--- src/rtl/dma_buffer_core.sv ---
// dma_buffer_core: datapath core of the DMA controller.
// Holds a show-ahead data FIFO with last-slot replay, the transfer-length
// and start-address registers, and the address/transfer counter.
// All enables and clears come from the external DMA FSM.
// Optional build macro: DMA_BUFFER_ERR_EN adds a sticky 'err' output,
// set by a push while full or a pop while empty.
module dma_buffer_core #(
  parameter int DATA_LEN        = 8,
  parameter int ADD_LEN         = 8,
  parameter int FIFO_DEPTH      = 4,
  parameter int FIFO_DIV_FACTOR = 3
) (
  input  logic                  clk,
  input  logic                  rst,
  input  logic                  fifo_en,
  input  logic                  fifo_wr_rd,
  input  logic                  fifo_clr,
  input  logic                  fifo_old_add_flag,
  input  logic [DATA_LEN-1:0]   fifo_in,
  output logic [DATA_LEN-1:0]   fifo_out,
  output logic                  full,
  output logic                  empty,
  output logic                  empty_partial,
  input  logic [FIFO_DEPTH:0]   words_in,
  input  logic                  words_en,
  input  logic                  words_clr,
  input  logic [ADD_LEN-1:0]    addr_in,
  input  logic                  addr_en,
  input  logic                  addr_clr,
  input  logic                  cnt_en,
  input  logic                  cnt_load,
  input  logic                  cnt_clr,
  output logic [FIFO_DEPTH:0]   count,
  output logic                  end_cnt,
  output logic [ADD_LEN-1:0]    address,
  output logic                  cnt_done
`ifdef DMA_BUFFER_ERR_EN
  ,
  output logic                  err
`endif
);

  localparam int PTR_W   = FIFO_DEPTH + 1;
  localparam int ENTRIES = 1 << FIFO_DEPTH;
  localparam logic [PTR_W-1:0] FULL_OCC = PTR_W'(ENTRIES);
  localparam logic [PTR_W-1:0] PART_OCC = PTR_W'(ENTRIES >> FIFO_DIV_FACTOR);

  logic [DATA_LEN-1:0]   mem_q [ENTRIES];
  logic [PTR_W-1:0]      wr_ptr_q, wr_ptr_d;
  logic [PTR_W-1:0]      rd_ptr_q, rd_ptr_d;
  logic [PTR_W-1:0]      words_q, words_d;
  logic [ADD_LEN-1:0]    addr_q, addr_d;
  logic [PTR_W-1:0]      cnt_q, cnt_d;

  logic [PTR_W-1:0]      occ;
  logic [PTR_W-1:0]      wr_prev, rd_prev;
  logic                  push_ok, pop_ok, replay_wr, mem_we;
  logic [FIFO_DEPTH-1:0] mem_waddr, mem_raddr;

  // FIFO status: occupancy from the wrap-bit pointers.
  assign occ           = wr_ptr_q - rd_ptr_q;
  assign full          = (occ == FULL_OCC);
  assign empty         = (occ == '0);
  assign empty_partial = (occ <= PART_OCC);

  assign wr_prev   = wr_ptr_q - PTR_W'(1);
  assign rd_prev   = rd_ptr_q - PTR_W'(1);
  assign push_ok   = fifo_en & fifo_wr_rd & ~fifo_old_add_flag & ~full;
  assign pop_ok    = fifo_en & ~fifo_wr_rd & ~fifo_old_add_flag & ~empty;
  // Replay-write patches the most recently pushed slot; nothing to patch when empty.
  assign replay_wr = fifo_old_add_flag & fifo_wr_rd & ~empty;
  assign mem_we    = ~fifo_clr & (push_ok | replay_wr);
  assign mem_waddr = replay_wr ? wr_prev[FIFO_DEPTH-1:0] : wr_ptr_q[FIFO_DEPTH-1:0];
  // Replay-read shows the slot just popped instead of the current head.
  assign mem_raddr = (fifo_old_add_flag & ~fifo_wr_rd) ? rd_prev[FIFO_DEPTH-1:0]
                                                       : rd_ptr_q[FIFO_DEPTH-1:0];
  assign fifo_out  = mem_q[mem_raddr];

  // Counter-derived outputs.
  assign count    = cnt_q;
  assign end_cnt  = &cnt_q;
  assign address  = addr_q + ADD_LEN'(cnt_q);
  assign cnt_done = (cnt_q == words_q);

  // Next-state for pointers, registers and counter; clears always win.
  always_comb begin
    // NOTE: every target gets a default first, so no path can infer a latch.
    wr_ptr_d = wr_ptr_q;
    rd_ptr_d = rd_ptr_q;
    words_d  = words_q;
    addr_d   = addr_q;
    cnt_d    = cnt_q;

    if (fifo_clr) begin
      wr_ptr_d = '0;
      rd_ptr_d = '0;
    end else begin
      if (push_ok) wr_ptr_d = wr_ptr_q + PTR_W'(1);
      if (pop_ok)  rd_ptr_d = rd_ptr_q + PTR_W'(1);
    end

    if (words_clr)     words_d = '0;
    else if (words_en) words_d = words_in;

    if (addr_clr)      addr_d = '0;
    else if (addr_en)  addr_d = addr_in;

    if (cnt_clr)                  cnt_d = '0;
    else if (cnt_en && cnt_load)  cnt_d = PTR_W'(1);
    else if (cnt_en)              cnt_d = cnt_q + PTR_W'(1);
  end

  // State register with synchronous active-low reset.
  always_ff @(posedge clk) begin
    // NOTE: sequential state uses non-blocking assignments so every register
    // samples the pre-edge values regardless of statement order.
    if (!rst) begin
      wr_ptr_q <= '0;
      rd_ptr_q <= '0;
      words_q  <= '0;
      addr_q   <= '0;
      cnt_q    <= '0;
    end else begin
      wr_ptr_q <= wr_ptr_d;
      rd_ptr_q <= rd_ptr_d;
      words_q  <= words_d;
      addr_q   <= addr_d;
      cnt_q    <= cnt_d;
    end
  end

  // FIFO storage: single write port, cleared by reset but kept across fifo_clr.
  always_ff @(posedge clk) begin
    // NOTE: the storage is reset because fifo_out must read 0 after reset;
    // this rules out a plain RAM macro for the array.
    if (!rst) begin
      for (int i = 0; i < ENTRIES; i++) mem_q[i] <= '0;
    end else if (mem_we) begin
      mem_q[mem_waddr] <= fifo_in;
    end
  end

`ifdef DMA_BUFFER_ERR_EN
  logic err_q, err_d;

  // Sticky error: set on illegal push/pop, cleared only by fifo_clr or reset.
  always_comb begin
    err_d = err_q;
    if (fifo_clr) err_d = 1'b0;
    else if (fifo_en && !fifo_old_add_flag &&
             ((fifo_wr_rd && full) || (!fifo_wr_rd && empty))) err_d = 1'b1;
  end

  // Error flag register.
  always_ff @(posedge clk) begin
    if (!rst) err_q <= 1'b0;
    else      err_q <= err_d;
  end

  assign err = err_q;
`endif

endmodule

--- config.mk ---
export PLATFORM = sky130hd
export DESIGN_NAME = dma_buffer_core
export DESIGN_NICKNAME = d
export VERILOG_FILES = /design/src/rtl/dma_buffer_core.sv
export SDC_FILE = /design/constraint.sdc
export NUM_CORES = 1
export LEC_CHECK = 0
export BUFFER_PORTS_ARGS = -buffer_cell sky130_fd_sc_hd__buf_2
export CAP_MARGIN = 20
export CORE_MARGIN = 5
export CORE_UTILIZATION = 50
export CTS_CLUSTER_DIAMETER = 40
export CTS_CLUSTER_SIZE = 28
export DETAILED_ROUTE_END_ITERATION = 6
export GPL_TIMING_DRIVEN = 1
export PLACE_DENSITY = 0.68
export SLEW_MARGIN = 0
export SYNTH_ARGS = -nofsm -noshare
export SYNTH_HDL_FRONTEND = slang
export SYNTH_SLANG_ARGS = --single-unit
--- constraint.sdc ---
create_clock -name clk -period 4.32 [get_ports clk]
set_input_delay 0.864 -clock clk [delete_from_list [all_inputs] [get_ports clk]]
set_output_delay 0.864 -clock clk [all_outputs]
set_load 0.005 [all_outputs]
==> flow_metrics.tcl <==
set metrics [dict create \
    outcome "finished, final reports clean" \
    path_cells "inv_1, ha_1, nor2_1, a21oi_4, buf_4, mux4_2, mux4_1, buf_2" \
    syn_nets 645 \
    synth_top_family_by_area "simple AND/OR/NAND/NOR gates" \
    fin_cells 902 \
    grt_pass1_wl_mm 33.7 \
    ctsHoldBuffers 0 \
    finalNetCount 715 \
    period_needed_ps 3970 \
    cp_max_fo 32 \
    slew_headroom_pct 22.4 \
    path_delay_family "multiplexers" \
    synth-simple-area-share_pct 22.1 \
    postSynthAreaPerCell_um2 15.0 \
    placedCellCount 870 \
    firstDrtPassIters 5 \
    hold_class "register to register" \
    critPathLaunchType "register" \
    start_util_pct 51.3 \
    vias 5468 \
    clockRootBuffer "clkbuf_16" \
    die_area_um2 20600 \
    place_hpwl_mm 15.6 \
    rows 48 \
    finalSetupTns_ps 0 \
    total_power_w 0.00336 \
    cts_resized 0 \
    yosys.area.top_type_share_pct 43.0 \
    fmax_mhz 252 \
    die_w_um 144 \
    wl_per_cell_um 23.9 \
    grt_max_degree 33 \
    synth.most_common_cell "edfxtp_1" \
    routed_via_density 6.06 \
    h-tree-depth 4 \
    critPathBufInv 3 \
    grt_pass1_vias 5657 \
    synth_top_flop_cell "edfxtp_1" \
    synth_compound_gate_area_share_pct 5.93 \
    cts_made_buffers 17 \
    post_synth_fa_ha_maj_area_fraction_pct 2.55 \
    rsz0062_at_grt "false" \
    synthCells 594 \
    netlist_area_um2 8930 \
    rrSetupSlack_ps 580 \
    end_kind "output port" \
    drt-total-wl_mm 21.6 \
    clk_pin_slew_ps 60 \
    report.final.slew_viol_count 0 \
    globalRouteOverflowTotal 0 \
    setup_viol 0 \
    slowest_delay_ps 560 \
    drc 0 \
    vdd_drop_max_mv 0.288 \
    core_area_um2 17400 \
    antenna_cells 0 \
    yosys_warnings 0 \
    drv_cap 0 \
    numClockSinks 156 \
    yosys-top-cells-area "edfxtp_1 43%, nor3b_2 17%, mux4_2 9.3%" \
    synth.mux.area_fraction_pct 12.4 \
    tritoncts "yes" \
    postSynth.asyncResetShare_pct 0 \
    synth_common_cells "128 x edfxtp_1, 120 x nor3b_2, 40 x nor2_1" \
    min_to "addr_q[4]" \
    io_buffers 59 \
    clk_latency_ps 430 \
    power_density_nw_per_um2 334 \
    clock_path_buffers 2 \
    synthXorXnorAreaFrac_pct 3.24 \
    gp_congestion 0.884 \
    die_y_um 144 \
    r2r_start "wr_ptr_q[0]" \
    synth_top_cell_by_area "edfxtp_1" \
    ioPinCount 60 \
    reg2regPathDepth 9 \
    drive_gt1_share_pct 45.6 \
    fin_crit_sh_pct 91.8 \
    synth_edf_count 128 \
    ant_nets 0 \
    crit_arrival_ps 3100 \
    r2r_end "mem_q[3][2]" \
    critPathRequiredTime_ps 3460 \
    tightest_slew_ps 1160 \
    cts_setup_buffers 0 \
    hold_start "addr_q[4]" \
    drt_iter0_markers 514 \
    synth.distinct_cells 57 \
    p_leak_nw 3.43 \
    whs_path_depth 2 \
    criticalPathCategory "register to output port" \
    synth_seq_cells 156 \
    area_growth_pct 12.8 \
    final-hold-violation-count 0 \
    finClkSkew_ps 9.57 \
    track_usage_pct 22.2 \
    slowest_stage "mux4_1" \
    yosysSeqAreaShare_pct 49.3 \
    antenna_found_initial 1 \
]
-- registers in the layout, summed over array words and instances (netlist names) --
| signal | count |
|---|---|
| mem_q | 128 |
| rd_ptr_q | 5 |
| count | 5 |
| wr_ptr_q | 5 |
| addr_q | 8 |
| words_q | 5 |
-- worst max path at each step --
stage | slack [ps] | cells after the start | start | end
finish | 350 | 8 | rd_ptr_q[1] | fifo_out[1]
global route | 210 | 8 | rd_ptr_q[1] | fifo_out[1]
CTS | 330 | 8 | rd_ptr_q[1] | fifo_out[1]
detailed placement | 430 | 8 | fifo_wr_rd | fifo_out[1]
global placement | 450 | 8 | fifo_wr_rd | fifo_out[1]
floorplan | 700 | 12 | wr_ptr_q[0] | mem_q[1][0]
-- worst min-delay path: stages (launching register included) --
cell	delay (ps)
dfxtp_1	330
mux2i_1	70
nor2_1	70
-- kinds of logic after synthesis --
kind of cell | Yosys count
AOI/OAI and AO/OA | 61
xor gates and xnor gates | 27
adders and majority gates | 17
buffers and inverters | 64
DFF | 156
muxes | 57
and+or+nand+nor | 212
-- routing by layer --
metal	track usage (%)	wire, um	vias up
met3	5.22	1720	41
met1	28.4	8240	2746
met2	37.2	11100	260
met5	0	13	-
met4	7.38	503	2
li1	-	-	2419
-- layout by cell type (no fill, tap or decap), drive strengths merged, types with 2 or more instances in the layout --
cell,n
nor2,41
a32oi,2
ha,15
and2,2
clkinvlp,3
buf,98
nand3b,3
nand3,8
nor2b,2
a211oi,10
edfxtp,128
xnor2,18
nand2,10
inv,23
nand2b,8
a41oi,3
fa,2
clkinv,5
o21ai,23
a21o,2
mux4,40
a21oi,11
nor3b,128
nor3,2
a31oi,3
mux2i,17
dfxtp,28
xor2,9
clkbuf,18
-- cell type report --
class / instances / area [um2]
fill: 1394 / 7350
sequential: 156 / 4400
multi-input combinational: 374 / 4150
timing repair buffer: 98 / 626
clock buffer: 18 / 429
tap: 225 / 282
clock inverter: 14 / 111
inverter: 17 / 63.8
-- per-stage QoR --
stage | cell area [um2] | hold slack, ps | utilization [%] | setup WS [ps]
global placement | 9530 | 486 | 54.7 | 449
finish | 10100 | 511 | 57.8 | 353
detailed placement | 9530 | 503 | 54.7 | 430
CTS | 10100 | 518 | 57.8 | 328
global route | 10100 | 563 | 57.8 | 207
floorplan | 8930 | 465 | - | 697
-- where the power goes --
part / internal (W) / total (W) / switching (W)
sequential: 0.00167 / 0.00170 / 0.0000276
clock: 0.000745 / 0.00139 / 0.000641
combinational: 0.000137 / 0.000279 / 0.000143
(Power assumes the default switching activity.)
